<file path="config.mk">
export PLATFORM = sky130hd
export DESIGN_NAME = plru_cache_control
export DESIGN_NICKNAME = d
export VERILOG_FILES = /design/src/rtl/lc3b_types.sv /design/src/rtl/plru_tree.sv /design/src/rtl/plru_cache_control.sv
export SDC_FILE = /design/constraint.sdc
export NUM_CORES = 1
export LEC_CHECK = 0
export ABC_AREA = 1
export BUFFER_PORTS_ARGS = -buffer_cell sky130_fd_sc_hd__buf_2
export CAP_MARGIN = 20
export CORE_MARGIN = 2
export CORE_UTILIZATION = 40
export CTS_BUF_LIST = sky130_fd_sc_hd__clkbuf_4 sky130_fd_sc_hd__clkbuf_8
export DETAILED_ROUTE_END_ITERATION = 7
export GPL_TIMING_DRIVEN = 0
export SLEW_MARGIN = 10
export SYNTH_ARGS = -nofsm -noshare
export SYNTH_HDL_FRONTEND = slang
export SYNTH_HIERARCHICAL = 1
export SYNTH_SLANG_ARGS = --single-unit
</file>
<file path="constraint.sdc">
create_clock -name clk -period 2.15 [get_ports clk]
set_clock_uncertainty 0.05 [all_clocks]
set_input_delay 0.1075 -clock clk [delete_from_list [all_inputs] [get_ports clk]]
set_output_delay 0.1075 -clock clk [all_outputs]
set_load 0.02 [all_outputs]
</file>
<file path="src/rtl/lc3b_types.sv">
// ----------------------------------------------------------------------------
// lc3b_types
// Shared definitions for the pseudo-LRU cache controller:
//   - cache_state_e   : controller FSM states
//   - plru_victim()   : walk the heap-ordered tree from the root to the victim
//   - plru_update()   : point every node on an accessed way's path away from it
//   - plru_ways_legal(): legality check of a WAYS value against PLRU_LEGAL_WAYS
// Tree layout: node 0 is the root, node n has children 2n+1 / 2n+2, leaves are
// ways 0..WAYS-1 left to right. A node bit of 1 means "victim is on the right".
// Functions operate on the widest supported tree (16 ways, 15 node bits);
// callers zero-extend narrower trees and pass the number of levels.
// Optional feature macro: PLRU_VICTIM_EVICT_EN (adds the EVICT state).
// ----------------------------------------------------------------------------
package lc3b_types;

  localparam int unsigned PLRU_MAX_WAYS = 16;
  localparam int unsigned PLRU_MAX_LVL  = 4;
  localparam int unsigned PLRU_TREE_W   = PLRU_MAX_WAYS - 1;

  // Bit n set <=> WAYS == n is a supported configuration (2, 4, 8, 16).
  localparam logic [PLRU_MAX_WAYS:0] PLRU_LEGAL_WAYS = 17'b1_0000_0001_0001_0100;

  typedef logic [PLRU_TREE_W-1:0]  plru_tree_t;
  typedef logic [PLRU_MAX_LVL-1:0] plru_way_t;

  typedef enum logic [2:0] {
    PROCESS,
    STALL,
    WRITE_BACK,
`ifdef PLRU_VICTIM_EVICT_EN
    EVICT,
`endif
    FETCH
  } cache_state_e;

  function automatic bit plru_ways_legal(input int unsigned ways);
    bit ok;
    ok = 1'b0;
    for (int unsigned i = 0; i <= PLRU_MAX_WAYS; i++) begin
      if (i == ways) ok = PLRU_LEGAL_WAYS[i];
    end
    return ok;
  endfunction

  function automatic plru_way_t plru_victim(input plru_tree_t tree,
                                            input int unsigned levels);
    int unsigned node;
    plru_way_t   way;
    node = 0;
    way  = '0;
    for (int unsigned lvl = 0; lvl < PLRU_MAX_LVL; lvl++) begin
      if (lvl < levels) begin
        way  = {way[PLRU_MAX_LVL-2:0], tree[node]};
        node = 2 * node + 1 + (tree[node] ? 1 : 0);
      end
    end
    return way;
  endfunction

  function automatic plru_tree_t plru_update(input plru_tree_t tree,
                                             input plru_way_t way,
                                             input int unsigned levels);
    plru_tree_t  t;
    int unsigned node;
    logic        b;
    t    = tree;
    node = 0;
    for (int unsigned lvl = 0; lvl < PLRU_MAX_LVL; lvl++) begin
      if (lvl < levels) begin
        b       = way[levels-1-lvl];
        t[node] = ~b;
        node    = 2 * node + 1 + (b ? 1 : 0);
      end
    end
    return t;
  endfunction

endpackage

</file>
<file path="src/rtl/plru_tree.sv">
// ----------------------------------------------------------------------------
// plru_tree
// Combinational pseudo-LRU tree: victim selection from the current tree and
// the updated tree for an access to i_access_way.
// Ports:
//   i_lru        [WAYS-2:0]       current tree bits
//   i_access_way [log2(WAYS)-1:0] way being accessed
//   o_victim     [log2(WAYS)-1:0] way the tree currently points at
//   o_lru_upd    [WAYS-2:0]       tree bits after the access
// ----------------------------------------------------------------------------
module plru_tree
  import lc3b_types::*;
#(
  parameter int unsigned WAYS = 8
) (
  input  logic [WAYS-2:0]         i_lru,
  input  logic [$clog2(WAYS)-1:0] i_access_way,
  output logic [$clog2(WAYS)-1:0] o_victim,
  output logic [WAYS-2:0]         o_lru_upd
);

  localparam int unsigned WAY_W = $clog2(WAYS);

  plru_tree_t w_tree_full;
  plru_tree_t w_upd_full;
  plru_way_t  w_access_full;
  plru_way_t  w_victim_full;

  always_comb begin
    w_tree_full               = '0;
    w_tree_full[WAYS-2:0]     = i_lru;
    w_access_full             = '0;
    w_access_full[WAY_W-1:0]  = i_access_way;
  end

  assign w_victim_full = plru_victim(w_tree_full, WAY_W);
  assign w_upd_full    = plru_update(w_tree_full, w_access_full, WAY_W);

  assign o_victim  = w_victim_full[WAY_W-1:0];
  assign o_lru_upd = w_upd_full[WAYS-2:0];

  // Padding bits above the configured tree are structurally zero.
  if (WAYS < PLRU_MAX_WAYS) begin : g_pad
    logic w_unused_pad;
    assign w_unused_pad = ^{w_upd_full[PLRU_TREE_W-1:WAYS-1],
                            w_victim_full[PLRU_MAX_LVL-1:WAY_W]};
  end

endmodule

</file>
<file path="src/rtl/plru_cache_control.sv">
// ----------------------------------------------------------------------------
// plru_cache_control
// Set-associative cache controller with tree pseudo-LRU replacement.
// Hits respond combinationally, followed by HIT_STALL idle cycles. Misses
// latch the tree victim, write it back if dirty, then fetch the new line.
// Optional macro PLRU_VICTIM_EVICT_EN: clean valid victims spend one EVICT
// cycle (eviction strobe, victim address) before the fetch.
// Ports:
//   clk, reset_n                     clock, async active-low reset
//   mem_read, mem_write / mem_resp   CPU-side request / completion
//   hit_vec, valid_vec, dirty_vec    per-way tag hit, valid, dirty
//   lru_in / lru_out, load_lru       tree bits in / updated / write enable
//   load_td, load_v, load_d          per-way tag+data, valid, dirty loads
//   v_in, d_in                       valid / dirty data to load
//   way_sel                          data-mux way select
//   addr_victim                      1 = victim tag address, 0 = request
//   pmem_read, pmem_write, pmem_resp physical-memory handshake
//   eviction                         victim-transfer strobe
//   hit_count, miss_count            saturating performance counters
// ----------------------------------------------------------------------------
module plru_cache_control
  import lc3b_types::*;
#(
  parameter int unsigned WAYS      = 8,
  parameter int unsigned HIT_STALL = 2,
  parameter int unsigned CNT_W     = 32
) (
  input  logic                    clk,
  input  logic                    reset_n,
  input  logic                    mem_read,
  input  logic                    mem_write,
  output logic                    mem_resp,
  input  logic [WAYS-1:0]         hit_vec,
  input  logic [WAYS-1:0]         valid_vec,
  input  logic [WAYS-1:0]         dirty_vec,
  input  logic [WAYS-2:0]         lru_in,
  output logic [WAYS-2:0]         lru_out,
  output logic                    load_lru,
  output logic [WAYS-1:0]         load_td,
  output logic [WAYS-1:0]         load_v,
  output logic [WAYS-1:0]         load_d,
  output logic                    v_in,
  output logic                    d_in,
  output logic [$clog2(WAYS)-1:0] way_sel,
  output logic                    addr_victim,
  output logic                    pmem_read,
  output logic                    pmem_write,
  input  logic                    pmem_resp,
  output logic                    eviction,
  output logic [CNT_W-1:0]        hit_count,
  output logic [CNT_W-1:0]        miss_count
);

  localparam int unsigned WAY_W      = $clog2(WAYS);
  localparam bit          WAYS_LEGAL = plru_ways_legal(WAYS);

  if (!WAYS_LEGAL) begin : g_bad_ways
    $error("plru_cache_control: WAYS must be a power of two in 2..16");
  end

  cache_state_e     r_state, w_state_nxt;
  logic [2:0]       r_stall, w_stall_nxt;
  logic [WAY_W-1:0] r_victim, w_victim_nxt;
  logic [CNT_W-1:0] r_hit_cnt, r_miss_cnt;

  logic             w_req;
  logic             w_any_hit;
  logic [WAY_W-1:0] w_hit_way;
  logic [WAY_W-1:0] w_tree_victim;
  logic [WAY_W-1:0] w_access_way;
  logic [WAYS-2:0]  w_lru_upd;
  logic             w_miss_evt;

  assign w_req = mem_read ^ mem_write;

  // Lowest-index hitting way wins when hit_vec is not one-hot.
  always_comb begin
    w_hit_way = '0;
    w_any_hit = 1'b0;
    for (int unsigned i = 0; i < WAYS; i++) begin
      if (hit_vec[i] && !w_any_hit) begin
        w_hit_way = WAY_W'(i);
        w_any_hit = 1'b1;
      end
    end
  end

  // The same update logic serves hit accesses and fill completion.
  assign w_access_way = (r_state == FETCH) ? r_victim : w_hit_way;

  plru_tree #(
    .WAYS(WAYS)
  ) u_plru_tree (
    .i_lru       (lru_in),
    .i_access_way(w_access_way),
    .o_victim    (w_tree_victim),
    .o_lru_upd   (w_lru_upd)
  );

`ifndef PLRU_VICTIM_EVICT_EN
  logic w_unused_valid;
  assign w_unused_valid = ^valid_vec;
`endif

  always_comb begin
    w_state_nxt  = r_state;
    w_stall_nxt  = r_stall;
    w_victim_nxt = r_victim;
    w_miss_evt   = 1'b0;
    mem_resp     = 1'b0;
    lru_out      = lru_in;
    load_lru     = 1'b0;
    load_td      = '0;
    load_v       = '0;
    load_d       = '0;
    v_in         = 1'b0;
    d_in         = 1'b0;
    way_sel      = '0;
    addr_victim  = 1'b0;
    pmem_read    = 1'b0;
    pmem_write   = 1'b0;
    eviction     = 1'b0;
    // Outputs are combinational from state, so they are held quiet while
    // reset is asserted rather than relying on the state register alone.
    if (reset_n) begin
      unique case (r_state)
        PROCESS: begin
          if (w_req) begin
            if (w_any_hit) begin
              mem_resp = 1'b1;
              load_lru = 1'b1;
              lru_out  = w_lru_upd;
              way_sel  = w_hit_way;
              if (mem_write) begin
                load_td[w_hit_way] = 1'b1;
                load_d[w_hit_way]  = 1'b1;
                d_in               = 1'b1;
              end
              if (HIT_STALL != 0) begin
                w_state_nxt = STALL;
                w_stall_nxt = 3'(HIT_STALL);
              end
            end else begin
              w_miss_evt   = 1'b1;
              w_victim_nxt = w_tree_victim;
              if (dirty_vec[w_tree_victim]) begin
                w_state_nxt = WRITE_BACK;
              end
`ifdef PLRU_VICTIM_EVICT_EN
              else if (valid_vec[w_tree_victim]) begin
                w_state_nxt = EVICT;
              end
`endif
              else begin
                w_state_nxt = FETCH;
              end
            end
          end
        end
        STALL: begin
          if (r_stall <= 3'd1) begin
            w_state_nxt = PROCESS;
            w_stall_nxt = '0;
          end else begin
            w_stall_nxt = r_stall - 3'd1;
          end
        end
        WRITE_BACK: begin
          pmem_write  = 1'b1;
          eviction    = 1'b1;
          addr_victim = 1'b1;
          way_sel     = r_victim;
          if (pmem_resp) w_state_nxt = FETCH;
        end
`ifdef PLRU_VICTIM_EVICT_EN
        EVICT: begin
          eviction    = 1'b1;
          addr_victim = 1'b1;
          way_sel     = r_victim;
          w_state_nxt = FETCH;
        end
`endif
        FETCH: begin
          pmem_read = 1'b1;
          way_sel   = r_victim;
          if (pmem_resp) begin
            load_td[r_victim] = 1'b1;
            load_v[r_victim]  = 1'b1;
            load_d[r_victim]  = 1'b1;
            v_in              = 1'b1;
            load_lru          = 1'b1;
            lru_out           = w_lru_upd;
            w_state_nxt       = PROCESS;
          end
        end
        default: w_state_nxt = PROCESS;
      endcase
    end
  end

  always_ff @(posedge clk or negedge reset_n) begin
    if (!reset_n) begin
      r_state    <= PROCESS;
      r_stall    <= '0;
      r_victim   <= '0;
      r_hit_cnt  <= '0;
      r_miss_cnt <= '0;
    end else begin
      r_state  <= w_state_nxt;
      r_stall  <= w_stall_nxt;
      r_victim <= w_victim_nxt;
      if (mem_resp && (r_hit_cnt != '1)) r_hit_cnt <= r_hit_cnt + CNT_W'(1);
      if (w_miss_evt && (r_miss_cnt != '1)) r_miss_cnt <= r_miss_cnt + CNT_W'(1);
    end
  end

  assign hit_count  = r_hit_cnt;
  assign miss_count = r_miss_cnt;

endmodule

</file>
==> report_table.html <==
<table>
<tr><th>Metric</th><th>Value</th></tr>
<tr><th colspan="2">Outcome</th></tr>
<tr><td>Status</td><td>finished clean</td></tr>
<tr><th colspan="2">Clocking</th></tr>
<tr><td>Number of buffers created by CTS</td><td>9</td></tr>
<tr><td>Register clock-pin slew on the reported worst setup and hold paths</td><td>0.08 ns</td></tr>
<tr><td>Clock net sink count</td><td>72</td></tr>
<tr><td>Max Root-Sink Buffers</td><td>2</td></tr>
<tr><td>Root buffer cell</td><td>sky130_fd_sc_hd__clkbuf_8</td></tr>
<tr><td>Clock tree from TritonCTS</td><td>yes</td></tr>
<tr><td>H-tree lvl count</td><td>3</td></tr>
<tr><td>Clock Latency Late Sink</td><td>0.37 ns</td></tr>
<tr><th colspan="2">Worst setup path</th></tr>
<tr><td>Launching element type of the critical path</td><td>flop</td></tr>
<tr><td>Kind of cell adding the most delay to the critical path</td><td>simple AND/OR/NAND/NOR gates</td></tr>
<tr><td>Critical Path Start</td><td>r_state[1]</td></tr>
<tr><td>Setup slack on the worst flop-to-flop path</td><td>0.12 ns</td></tr>
<tr><td>Worst r2r src</td><td>miss_count[0]</td></tr>
<tr><td>Data arrival time of the critical path</td><td>1.99 ns</td></tr>
<tr><td>Cell with the most instances on the worst path</td><td>sky130_fd_sc_hd__nand2_1</td></tr>
<tr><td>Maximum fanout count along the critical path</td><td>5</td></tr>
<tr><td>Critical Path RT</td><td>1.99 ns</td></tr>
<tr><td>Destination of the worst register-to-register timing path</td><td>miss_count[1]</td></tr>
<tr><td>R2R cell count</td><td>9</td></tr>
<tr><td>Critical path endpoint category</td><td>output port</td></tr>
<tr><td>Stages on worst setup path</td><td>12</td></tr>
<tr><td>Cell type of the slowest stage on the worst timing path</td><td>sky130_fd_sc_hd__dfrtp_1</td></tr>
<tr><td>Buffers plus inverters on the worst setup path</td><td>3</td></tr>
<tr><td>Cell breakdown of the critical path</td><td>ha_4, inv_6, nand2_2, o21ai_4, inv_2, or2_4, nand2_2, nand2_1, nand2_1, nand2_1, nand2_1, buf_6</td></tr>
<tr><td>Worst setup path endpoint</td><td>lru_out[2]</td></tr>
<tr><td>Critical path start-end classification</td><td>flop to output port</td></tr>
<tr><td>Largest stage delay, worst path</td><td>0.44 ns</td></tr>
<tr><th colspan="2">Synth</th></tr>
<tr><td>Gate Count Post-Synth</td><td>913</td></tr>
<tr><td>Number of synthesized register bits</td><td>72</td></tr>
<tr><td>Mapped Avg Cell Area</td><td>6.31 µm²</td></tr>
<tr><td>Cell Area, Synth</td><td>5760 µm²</td></tr>
<tr><td>Unique masters post-synth</td><td>40</td></tr>
<tr><td>Post-Syn Nets</td><td>957</td></tr>
<tr><td>Yosys synthesis warning count</td><td>6</td></tr>
<tr><td>Sequential element share of the synthesized area</td><td>31.3%</td></tr>
<tr><th colspan="2">Global routing</th></tr>
<tr><td>Overflow after GRT</td><td>0</td></tr>
<tr><td>Global-route wire length before repair</td><td>28400 µm</td></tr>
<tr><td>Pin count of the biggest net entering global routing</td><td>50</td></tr>
<tr><td>Initial antenna violation count</td><td>0</td></tr>
<tr><td>Global-route usage over all layers</td><td>23.7%</td></tr>
<tr><td>Number of global-route vias before repair</td><td>5746</td></tr>
<tr><th colspan="2">Detailed routing</th></tr>
<tr><td>DRC violations left</td><td>0</td></tr>
<tr><td>DRC marker count from the first detailed-route iteration</td><td>393</td></tr>
<tr><td>Total vias in the final route</td><td>6237</td></tr>
<tr><td>Drt pass-1 iters</td><td>5</td></tr>
<tr><td>WL per Instance</td><td>13.7 µm</td></tr>
<tr><td>Vias per Instance</td><td>4.92</td></tr>
<tr><td>DRT antenna net count</td><td>0</td></tr>
<tr><td>Sum of routed wire length over all layers</td><td>17400 µm</td></tr>
<tr><th colspan="2">Power and ir drop</th></tr>
<tr><td>Leakage power</td><td>3.88 nW</td></tr>
<tr><td>Total power divided by cell area</td><td>648 nW/µm²</td></tr>
<tr><td>Worst vdd ir</td><td>0.000482 V</td></tr>
<tr><th colspan="2">Finish</th></tr>
<tr><td>Cell area after layout</td><td>7420 µm²</td></tr>
<tr><td>Relative area change from synthesis to final layout</td><td>28.8%</td></tr>
<tr><td>Most frequent cells in the layout</td><td>sky130_fd_sc_hd__nand2_1, sky130_fd_sc_hd__buf_2, sky130_fd_sc_hd__nor2_1</td></tr>
<tr><td>Antenna Diode Count</td><td>0</td></tr>
<tr><td>Final design utilization</td><td>53.0%</td></tr>
<tr><td>Nets@finish</td><td>1127</td></tr>
<tr><td>Commonest non-fill, non-tap cell in the layout</td><td>sky130_fd_sc_hd__nand2_1</td></tr>
<tr><td>Layout cell share with drive strength beyond 1</td><td>25.3%</td></tr>
<tr><th colspan="2">STA</th></tr>
<tr><td>Highest clock frequency the design can meet</td><td>0.466 GHz</td></tr>
<tr><td>WHS</td><td>0.108 ns</td></tr>
<tr><td>Period utilization</td><td>99.9%</td></tr>
<tr><td>Final Critical Period</td><td>2.15 ns</td></tr>
<tr><td>Pins over their slew limit</td><td>0</td></tr>
<tr><td>Number of setup violations in the final report</td><td>0</td></tr>
<tr><td>Transition time of the tightest slew-check pin</td><td>0.520 ns</td></tr>
<tr><td>Worst rel slew slack</td><td>65.1%</td></tr>
<tr><td>Final hold vios</td><td>0</td></tr>
<tr><td>Setup repair after global routing missed its margin</td><td>true</td></tr>
<tr><th colspan="2">Flow run</th></tr>
<tr><td>Max cap viols</td><td>0</td></tr>
<tr><th colspan="2">Place</th></tr>
<tr><td>Cell area after placement</td><td>6680 µm²</td></tr>
<tr><td>Gp weighted congestion</td><td>0.956</td></tr>
<tr><td>Total half-perimeter wirelength after legalization and detailed placement</td><td>13500 µm</td></tr>
<tr><td>Input/output buffers</td><td>133</td></tr>
<tr><th colspan="2">Die</th></tr>
<tr><td>I/O pin cnt</td><td>142</td></tr>
<tr><td>Standard-cell row count</td><td>43</td></tr>
<tr><td>Die outline width</td><td>124 µm</td></tr>
<tr><td>Effective utilization at floorplan</td><td>41.2%</td></tr>
<tr><td>Total die area</td><td>15400 µm²</td></tr>
<tr><td>Std-Cell Core Area</td><td>14000 µm²</td></tr>
<tr><td>Height of the die</td><td>124 µm</td></tr>
<tr><th colspan="2">Hold path</th></tr>
<tr><td>Worst hold path type</td><td>input pin to flop</td></tr>
<tr><td>Startpoint of the worst hold path</td><td>lru_in[0]</td></tr>
</table>
==> cell usage after synthesis, drive strengths merged <==
cell type / count / area share (%)
a21oi: 19 / 1.7
a22oi: 3 / 0.39
a31oi: 2 / 0.22
a41oi: 1 / 0.15
buf: 27 / 3.5
clkbuf: 2 / 0.15
dfrtp: 72 / 31
ha: 8 / 1.7
inv: 87 / 5.7
nand2: 367 / 24
nand3: 70 / 6.3
nand3b: 19 / 2.5
nand4: 19 / 2.4
nor2: 117 / 8.0
nor3: 31 / 3.1
nor3b: 2 / 0.26
nor4: 1 / 0.11
o21a: 1 / 0.13
o21ai: 27 / 2.4
or2: 3 / 0.37
xnor2: 12 / 1.8
xor2: 23 / 3.5
==> worst register-to-register path, stage by stage (launching register included) <==
cell,delay (ns)
sky130_fd_sc_hd__dfrtp_2,0.42
sky130_fd_sc_hd__ha_2,0.23
sky130_fd_sc_hd__nand3_2,0.14
sky130_fd_sc_hd__nor2_4,0.18
sky130_fd_sc_hd__nand3b_2,0.13
sky130_fd_sc_hd__nor2_2,0.22
sky130_fd_sc_hd__nand3_2,0.18
sky130_fd_sc_hd__buf_2,0.23
sky130_fd_sc_hd__nand3_1,0.09
sky130_fd_sc_hd__nand2_1,0.06
==> layout make-up <==
class	instances	area [µm²]
clock buffers	11	139
inverters	87	347
fillers	1514	6570
well taps	180	225
plain buffers	28	236
repair buffers	160	966
multi-input cells	725	3620
clock inverters	5	81.3
flip-flops and latches	72	1800
==> power by group <==
part	total, mW	switching, mW	internal, mW	leakage, nW
Sequential	1.53	0.0930	1.43	0.978
Combinational	2.07	1.20	0.862	2.80
Clock	1.22	0.536	0.679	0.110
==> routing by layer <==
layer  GRT usage, %  vias to the layer above  wire length [µm]
met3           4.95                       26               923
met2           38.7                      174              8010
met4           7.02                        0               354
met1           31.7                     2810              8140
li1               -                     3227                 -
met5              0                        -                 0
==> worst min-delay path by stage <==
| stage | slack, ns | cells past startpoint | end |
|---|---|---|---|
| 2_1_floorplan | -0.24 | 0 | hit_count[0] |
| 3_3_place_gp | 0.47 | 2 | miss_count[31] |
| 3_5_place_dp | 0.03 | 1 | r_victim[1] |
| 4_1_cts | 0.09 | 4 | r_victim[2] |
| 5_1_grt | 0.11 | 4 | r_victim[2] |
| 6_report | 0.11 | 4 | r_victim[2] |
==> through the flow <==
step	std cells	setup TNS [ns]	total power, mW	worst slack, ns
2_1_floorplan	913	0	2.58	0.107
3_3_place_gp	1226	-72.12	3.02	-1.14
3_5_place_dp	1227	-0.612	3.04	-0.149
4_1_cts	1259	-0.317	4.65	-0.0648
5_1_grt	1268	-0.904	5.13	-0.111
6_report	1268	0	4.81	0.00227
==> cells by family after synthesis <==
family	after synthesis	synth area share, %
xor gates and xnor gates	35	5.32
and+or+nand+nor	629	47.4
DFF	72	31.3
adders and majority gates	8	1.74
AOI/OAI and AO/OA	53	4.95
buffers and inverters	116	9.32
==> state kept, by name (all words and copies together) (netlist names) <==
register	cells
r_victim	3
hit_count	32
miss_count	32
r_state	2
r_stall	3
==> what timing repair did <==
item	4_1_cts	5_1_grt
pin swaps	9	14
setup endpoints to repair	32	90
setup buffers	14	11
hold endpoints to repair	26	0
hold buffers	2	0
resized for setup	50	55
Power figures use the tool's default switching activity.
